$ cat config.mk
export PLATFORM = sky130hd
export DESIGN_NAME = kb_fifo_ctrl
export DESIGN_NICKNAME = d
export VERILOG_FILES = /design/src/rtl/kb_pkg.sv /design/src/rtl/kb_sync_fifo.sv /design/src/rtl/kb_fifo_ctrl.sv
export SDC_FILE = /design/constraint.sdc
export NUM_CORES = 1
export LEC_CHECK = 0
export CAP_MARGIN = 5
export CORE_MARGIN = 2
export CORE_UTILIZATION = 53
export DETAILED_ROUTE_END_ITERATION = 8
export PLACE_DENSITY = 0.85
export SYNTH_ARGS = -nofsm -noshare
export SYNTH_HDL_FRONTEND = slang
export SYNTH_HIERARCHICAL = 1
export SYNTH_SLANG_ARGS = --single-unit
$ cat constraint.sdc
create_clock -name clk -period 3 [get_ports clk]
set_input_delay 0.3 -clock clk [delete_from_list [all_inputs] [get_ports clk]]
set_output_delay 0.3 -clock clk [all_outputs]
set_load 0.01 [all_outputs]
$ cat src/rtl/kb_pkg.sv
// Shared definitions for the keyboard FIFO controller.
//   - Register offsets (decoded from reg_addr_i[3:2])
//   - STATUS, CTRL and DATA bit positions
//   - Helper that maps a written threshold value to its stored value
package kb_pkg;

  localparam logic [1:0] KB_DATA    = 2'd0;
  localparam logic [1:0] KB_STATUS  = 2'd1;
  localparam logic [1:0] KB_CTRL    = 2'd2;
  localparam logic [1:0] KB_OVF_CLR = 2'd3;

  localparam int unsigned KB_DATA_VALID = 31;

  localparam int unsigned KB_ST_EMPTY = 16;
  localparam int unsigned KB_ST_FULL  = 17;
  localparam int unsigned KB_ST_OVF   = 18;

  localparam int unsigned KB_CTRL_INT_EN  = 0;
  localparam int unsigned KB_CTRL_FLUSH   = 1;
  localparam int unsigned KB_CTRL_THR_LSB = 8;

  // A threshold of 0 would fire permanently; it is stored as 1 instead.
  function automatic logic [7:0] kb_thresh_fix(input logic [7:0] i_val);
    return (i_val == 8'd0) ? 8'd1 : i_val;
  endfunction

endpackage

$ cat src/rtl/kb_sync_fifo.sv
// Synchronous FIFO for key codes.
//   clk, reset       : clock, synchronous active-high reset
//   i_push, i_data   : push request and code (dropped when full unless popping)
//   i_pop            : pop request (ignored when empty)
//   i_flush          : empty the FIFO; wins over same-cycle push/pop
//   o_head           : code at the head of the FIFO
//   o_count          : current fill level
//   o_count_next     : fill level after this cycle's edge
//   o_full, o_empty  : status flags
module kb_sync_fifo #(
  parameter int unsigned DEPTH  = 16,
  parameter int unsigned CODE_W = 8,
  localparam int unsigned CNT_W = $clog2(DEPTH) + 1
) (
  input  logic              clk,
  input  logic              reset,
  input  logic              i_push,
  input  logic [CODE_W-1:0] i_data,
  input  logic              i_pop,
  input  logic              i_flush,
  output logic [CODE_W-1:0] o_head,
  output logic [CNT_W-1:0]  o_count,
  output logic [CNT_W-1:0]  o_count_next,
  output logic              o_full,
  output logic              o_empty
);

  localparam int unsigned AW = $clog2(DEPTH);

  logic [CODE_W-1:0] r_mem [DEPTH];
  logic [AW-1:0]     r_wr_ptr, r_rd_ptr;
  logic [AW-1:0]     w_wr_ptr_d, w_rd_ptr_d;
  logic [CNT_W-1:0]  r_count, w_count_d;
  logic              w_pop, w_push;

  assign o_empty = (r_count == '0);
  assign o_full  = (r_count == CNT_W'(DEPTH));
  assign w_pop   = i_pop & ~o_empty;
  // A pop frees the slot in the same cycle, so a full FIFO can still accept.
  assign w_push  = i_push & (~o_full | w_pop);

  always_comb begin
    w_count_d  = r_count;
    w_wr_ptr_d = r_wr_ptr;
    w_rd_ptr_d = r_rd_ptr;
    if (i_flush) begin
      w_count_d  = '0;
      w_wr_ptr_d = '0;
      w_rd_ptr_d = '0;
    end else begin
      if (w_push) w_wr_ptr_d = r_wr_ptr + AW'(1);
      if (w_pop)  w_rd_ptr_d = r_rd_ptr + AW'(1);
      if (w_push && !w_pop)      w_count_d = r_count + CNT_W'(1);
      else if (w_pop && !w_push) w_count_d = r_count - CNT_W'(1);
    end
  end

  always_ff @(posedge clk) begin
    if (reset) begin
      r_count  <= '0;
      r_wr_ptr <= '0;
      r_rd_ptr <= '0;
    end else begin
      r_count  <= w_count_d;
      r_wr_ptr <= w_wr_ptr_d;
      r_rd_ptr <= w_rd_ptr_d;
    end
  end

  // Storage needs no reset; only the pointers define what is valid.
  always_ff @(posedge clk) begin
    if (!reset && w_push && !i_flush) r_mem[r_wr_ptr] <= i_data;
  end

  assign o_head       = r_mem[r_rd_ptr];
  assign o_count      = r_count;
  assign o_count_next = w_count_d;

endmodule

$ cat src/rtl/kb_fifo_ctrl.sv
// Memory-mapped keyboard controller: key-code FIFO plus DATA/STATUS/CTRL/OVF_CLR
// registers and a threshold level interrupt.
//   clk, reset           : clock, synchronous active-high reset
//   key_valid_i/code_i   : new key code strobe from the front-end decoder
//   kb_req_i, kb_we_i    : register access request / write enable
//   reg_addr_i           : byte address, [3:2] selects the register
//   reg_wdata_i/mask_i   : write data and byte enables (bytes 0 and 1 used)
//   reg_rdata_o          : combinational read data
//   kb_int_o             : level interrupt; kb_int_rst_i acknowledges it
module kb_fifo_ctrl
  import kb_pkg::*;
#(
  parameter int unsigned CODE_W = 8,
  parameter int unsigned DEPTH  = 16,
  localparam int unsigned CNT_W = $clog2(DEPTH) + 1
) (
  input  logic              clk,
  input  logic              reset,
  input  logic              key_valid_i,
  input  logic [CODE_W-1:0] key_code_i,
  input  logic              kb_req_i,
  input  logic              kb_we_i,
  input  logic [31:0]       reg_addr_i,
  input  logic [31:0]       reg_wdata_i,
  input  logic [3:0]        reg_mask_i,
  output logic [31:0]       reg_rdata_o,
  output logic              kb_int_o,
  input  logic              kb_int_rst_i
);

  logic [1:0]        w_addr;
  logic              w_wr, w_pop_req, w_flush;
  logic [CODE_W-1:0] w_head;
  logic [CNT_W-1:0]  w_count, w_count_next;
  logic              w_full, w_empty;

  logic       r_int_en, w_int_en_d;
  logic [7:0] r_thresh, w_thresh_d;
  logic       r_ovf, w_ovf_d;
  logic       r_int, w_int_d;
  logic       w_unused;

  assign w_addr    = reg_addr_i[3:2];
  assign w_wr      = kb_req_i & kb_we_i;
  assign w_pop_req = kb_req_i & ~kb_we_i & (w_addr == KB_DATA);
  assign w_flush   = w_wr & (w_addr == KB_CTRL) & reg_mask_i[0] & reg_wdata_i[KB_CTRL_FLUSH];

  kb_sync_fifo #(
    .DEPTH  (DEPTH),
    .CODE_W (CODE_W)
  ) u_fifo (
    .clk          (clk),
    .reset        (reset),
    .i_push       (key_valid_i),
    .i_data       (key_code_i),
    .i_pop        (w_pop_req),
    .i_flush      (w_flush),
    .o_head       (w_head),
    .o_count      (w_count),
    .o_count_next (w_count_next),
    .o_full       (w_full),
    .o_empty      (w_empty)
  );

  always_comb begin
    w_int_en_d = r_int_en;
    w_thresh_d = r_thresh;
    w_ovf_d    = r_ovf;
    if (w_wr && w_addr == KB_CTRL) begin
      if (reg_mask_i[0]) w_int_en_d = reg_wdata_i[KB_CTRL_INT_EN];
      if (reg_mask_i[1]) w_thresh_d = kb_thresh_fix(reg_wdata_i[KB_CTRL_THR_LSB +: 8]);
    end
    if (w_wr && w_addr == KB_OVF_CLR && reg_mask_i[0] && reg_wdata_i[0]) w_ovf_d = 1'b0;
    // A dropped code wins over a same-cycle clear so the event is never lost.
    if (key_valid_i && w_full && !w_pop_req) w_ovf_d = 1'b1;
  end

  // Acknowledge forces one low cycle; the level re-arms if the condition holds.
  assign w_int_d = r_int_en && (32'(w_count_next) >= 32'(r_thresh)) && !(r_int && kb_int_rst_i);

  always_ff @(posedge clk) begin
    if (reset) begin
      r_int_en <= 1'b0;
      r_thresh <= 8'd1;
      r_ovf    <= 1'b0;
      r_int    <= 1'b0;
    end else begin
      r_int_en <= w_int_en_d;
      r_thresh <= w_thresh_d;
      r_ovf    <= w_ovf_d;
      r_int    <= w_int_d;
    end
  end

  always_comb begin
    reg_rdata_o = '0;
    case (w_addr)
      KB_DATA: begin
        if (!w_empty) begin
          reg_rdata_o[KB_DATA_VALID]  = 1'b1;
          reg_rdata_o[CODE_W-1:0]     = w_head;
        end
      end
      KB_STATUS: begin
        reg_rdata_o[CNT_W-1:0]   = w_count;
        reg_rdata_o[KB_ST_EMPTY] = w_empty;
        reg_rdata_o[KB_ST_FULL]  = w_full;
        reg_rdata_o[KB_ST_OVF]   = r_ovf;
      end
      KB_CTRL: begin
        reg_rdata_o[KB_CTRL_INT_EN]            = r_int_en;
        reg_rdata_o[KB_CTRL_THR_LSB +: 8]      = r_thresh;
      end
      default: reg_rdata_o = '0;
    endcase
  end

  assign kb_int_o = r_int;

  assign w_unused = ^{reg_addr_i[31:4], reg_addr_i[1:0], reg_wdata_i[31:16],
                      reg_wdata_i[7:2], reg_mask_i[3:2]};

endmodule

==> flow_summary.json <==
{
  "skew_ps": 9.86,
  "hold_class": "flop to flop",
  "cts_tree": "built",
  "critical_path_arrival_ps": 2670,
  "die_height_um": 117,
  "startpoint_type": "flop",
  "final_hold_viol_count": 0,
  "final_util_pct": 66.5,
  "synth-edff-count": 128,
  "antenna_found_initial": 0,
  "final_max_slew_viol_count": 0,
  "endpoint_kind": "primary output",
  "finalWirelength_mm": 15.3,
  "status": "finished, final reports clean",
  "worst_slack_ps": 26.6,
  "synth-seq-cells": 156,
  "worstMarginPinSlew_ps": 844,
  "p_int_mw": 3.83,
  "netlist.area_leader.share_pct": 56.7,
  "die_area_um2": 13700,
  "start_util_pct": 53.9,
  "routed_via_density": 5.94,
  "num-fill-cells": 807,
  "dr.pass1.iters": 5,
  "n_antenna_cell": 0,
  "yosys.cell_types.count": 60,
  "sw_frac_of_total_pct": 22.8,
  "p_clk_share_pct": 41.5,
  "cts.path.max_buffers": 2,
  "grt_pass1_vias": 4241,
  "cellLeakagePower_nw": 2.87,
  "clock_sinks": 156,
  "ys_seq_area_share_pct": 65.0,
  "dominantRegCellSynth": "edfxtp_1",
  "die_w_um": 117,
  "grtUsageTotal_pct": 23.9,
  "ys_warn_count": 6,
  "cp_max_fo": 5,
  "synth_area_leader_cell": "edfxtp_1",
  "setup_viol": 0,
  "maxSlewHeadroom_pct": 43.6,
  "pwr-share-seq_pct": 48.1,
  "hold_slack_ps": 466,
  "rows": 41,
  "drt-wirelength-per-cell_um": 21.5,
  "synth_area_um2": 6780,
  "area_growth_syn_to_layout_pct": 23.3,
  "grt_max_degree": 17,
  "preCtsSetupSlack_ps": -247,
  "drive_above_1_share_pct": 25.0,
  "p_comb_share_pct": 10.4,
  "drv_cap": 0,
  "design.core.area_um2": 12600,
  "dp_hpwl_mm": 9.75,
  "fmax_ghz": 0.336,
  "worst_ep_required_time_ps": 2700,
  "cts_buffers": 17,
  "cts-root-buf": "clkbuf_16",
  "synth_cells": 444,
  "vias": 4248,
  "final.period_utilization_pct": 99.1,
  "io_buffers": 48,
  "worstSetupPathType": "flop to primary output",
  "clk_pin_slew_ps": 60,
  "synth.area.top_cells": "edfxtp_1 57%, mux4_2 11%, dfxtp_1 8.3%, a22oi_1 2.3%, ha_1 2.2%",
  "hold_buffers": 0,
  "io_pins": 115,
  "cellPowerDensity_nw_per_um2": 593,
  "drtIter0Drc": 522,
  "htreeDepth": 4,
  "grt_overflow": 0,
  "drc": 0,
  "syn_avg_cell_area_um2": 15.3,
  "final_antenna_net_count": 0,
  "nets": 625,
  "async_flop_share_pct": 0,
  "clock_latency_ps": 420,
  "vdd_drop_max_uv": 485,
  "grt_pass1_wl_mm": 23.5,
  "layout_min_cycle_time_ps": 2970,
  "p_sw_mw": 1.13,
  "gp_congestion": 0.910
}
[cells in the final DEF, fill, tap and decap left out, drive strengths merged, types with 6 or more instances in the layout]
cell           synthesis  routed
a21oi                  7       7
a22oi                 22      22
and2                  18      18
buf                   26      42
clkbuf                 8      18
clkdlybuf4s50          0      46
conb                   1      12
dfxtp                 28      28
edfxtp               128     128
ha                    12      12
inv                   11      15
mux4                  32      32
nand2                 20      20
nand3                  6       6
nor2                  38      38
nor2b                  9       9
nor3                  10      10
[state kept, by name (all words and copies together) (netlist names), named ones only]
signal / cells
r_ovf: 1
u_fifo/r_mem: 128
r_int_en: 1
r_thresh: 8
u_fifo/r_wr_ptr: 4
kb_int_o: 1
u_fifo/r_rd_ptr: 4
u_fifo/o_count: 5
[cell type report]
class | count | area, um2 | area share (%)
clock inverters | 13 | 141 | 1.69
well taps | 172 | 215 | 2.57
repair buffers | 91 | 896 | 10.7
inverters | 12 | 50.0 | 0.599
clock buffers | 18 | 429 | 5.13
flip-flops and latches | 156 | 4410 | 52.7
multi-input cells | 253 | 2220 | 26.5
[routing by layer]
layer	global-route usage (%)	routed length, um	up-vias
met5	0	0	-
met4	7.76	272	0
met3	5.15	1050	19
met2	41.3	7940	230
met1	30.4	6080	2131
li1	-	-	1868
[per-stage QoR]
step                total power, mW  area (um2)  cells  setup TNS, ps
floorplan                      2.72        6820    455              0
global placement               2.88        7610    679           -248
detailed placement             2.90        7610    679           -247
CTS                            4.97        8350    716              0
global route                   5.10        8360    715          -20.3
finish                         4.96        8360    715              0
[critical path: stages (launching register included)]
cell and delay (ps):
dfxtp_4 390, bufbuf_16 280, mux4_2 540, a22oi_1 190, nand2_1 150, a22oi_2 170
nor2_1 60, clkdlybuf4s50_1 470
[kinds of logic (layout without fill, tap and decap cells)]
family                   Yosys count  after routing  share of synthesized area (%)
other                              1             12                         0.0553
adder cells (fa/ha/maj)           12             12                           2.21
XOR/XNOR                           6              6                          0.775
AO/OA/AOI/OAI                     56             56                           6.53
multiplexers                      37             37                           11.5
buffers and inverters             46            134                           3.73
flip-flops                       156            156                           65.0
AND/OR/NAND/NOR                  130            130                           10.3
[worst paths after layout]
path                            slack [ps]              to  cells past startpoint         startpoint
worst max-delay path                    30  reg_rdata_o[1]                      7               flop
worst max register to register          30        kb_int_o                     12  u_fifo/o_count[0]
worst min register to register         470        kb_int_o                      1        r_thresh[6]
worst min-delay path                   470        kb_int_o                      1        r_thresh[6]
[power groups by stage]
stage	Sequential (mW)	Clock [mW]	Combinational, mW
floorplan	2.43	0	0.289
global route	2.39	2.15	0.558
detailed placement	2.43	0	0.473
CTS	2.39	2.08	0.504
global placement	2.43	0	0.452
finish	2.39	2.06	0.515
[cells in the mapped netlist, types with 3 or more instances]
library cell and number:
and2_1 17, a21oi_1 6, ha_1 12, o211ai_1 3, buf_4 13, a31o_1 3, edfxtp_1 128, mux2i_1 3
inv_1 10, xor2_1 4, nand4_1 5, nand2b_1 4, o21ai_0 3, dfxtp_1 28, clkbuf_1 8, nand2_1 20
o31ai_2 4, nor3_1 9, or3_1 3, nand3_1 6, nor2b_1 9, nor4_1 3, a211oi_1 4, nor2_1 37
a22oi_1 21, buf_2 9, mux4_2 32
[timing repair]
action	CTS	global route
buffers inserted	4	0
gates cloned	2	0
pin swaps	1	1
gates resized for setup	8	10
setup endpoints to repair	8	9
hold endpoints to repair	0	0
No activity file was read; power rests on OpenSTA's default activity.
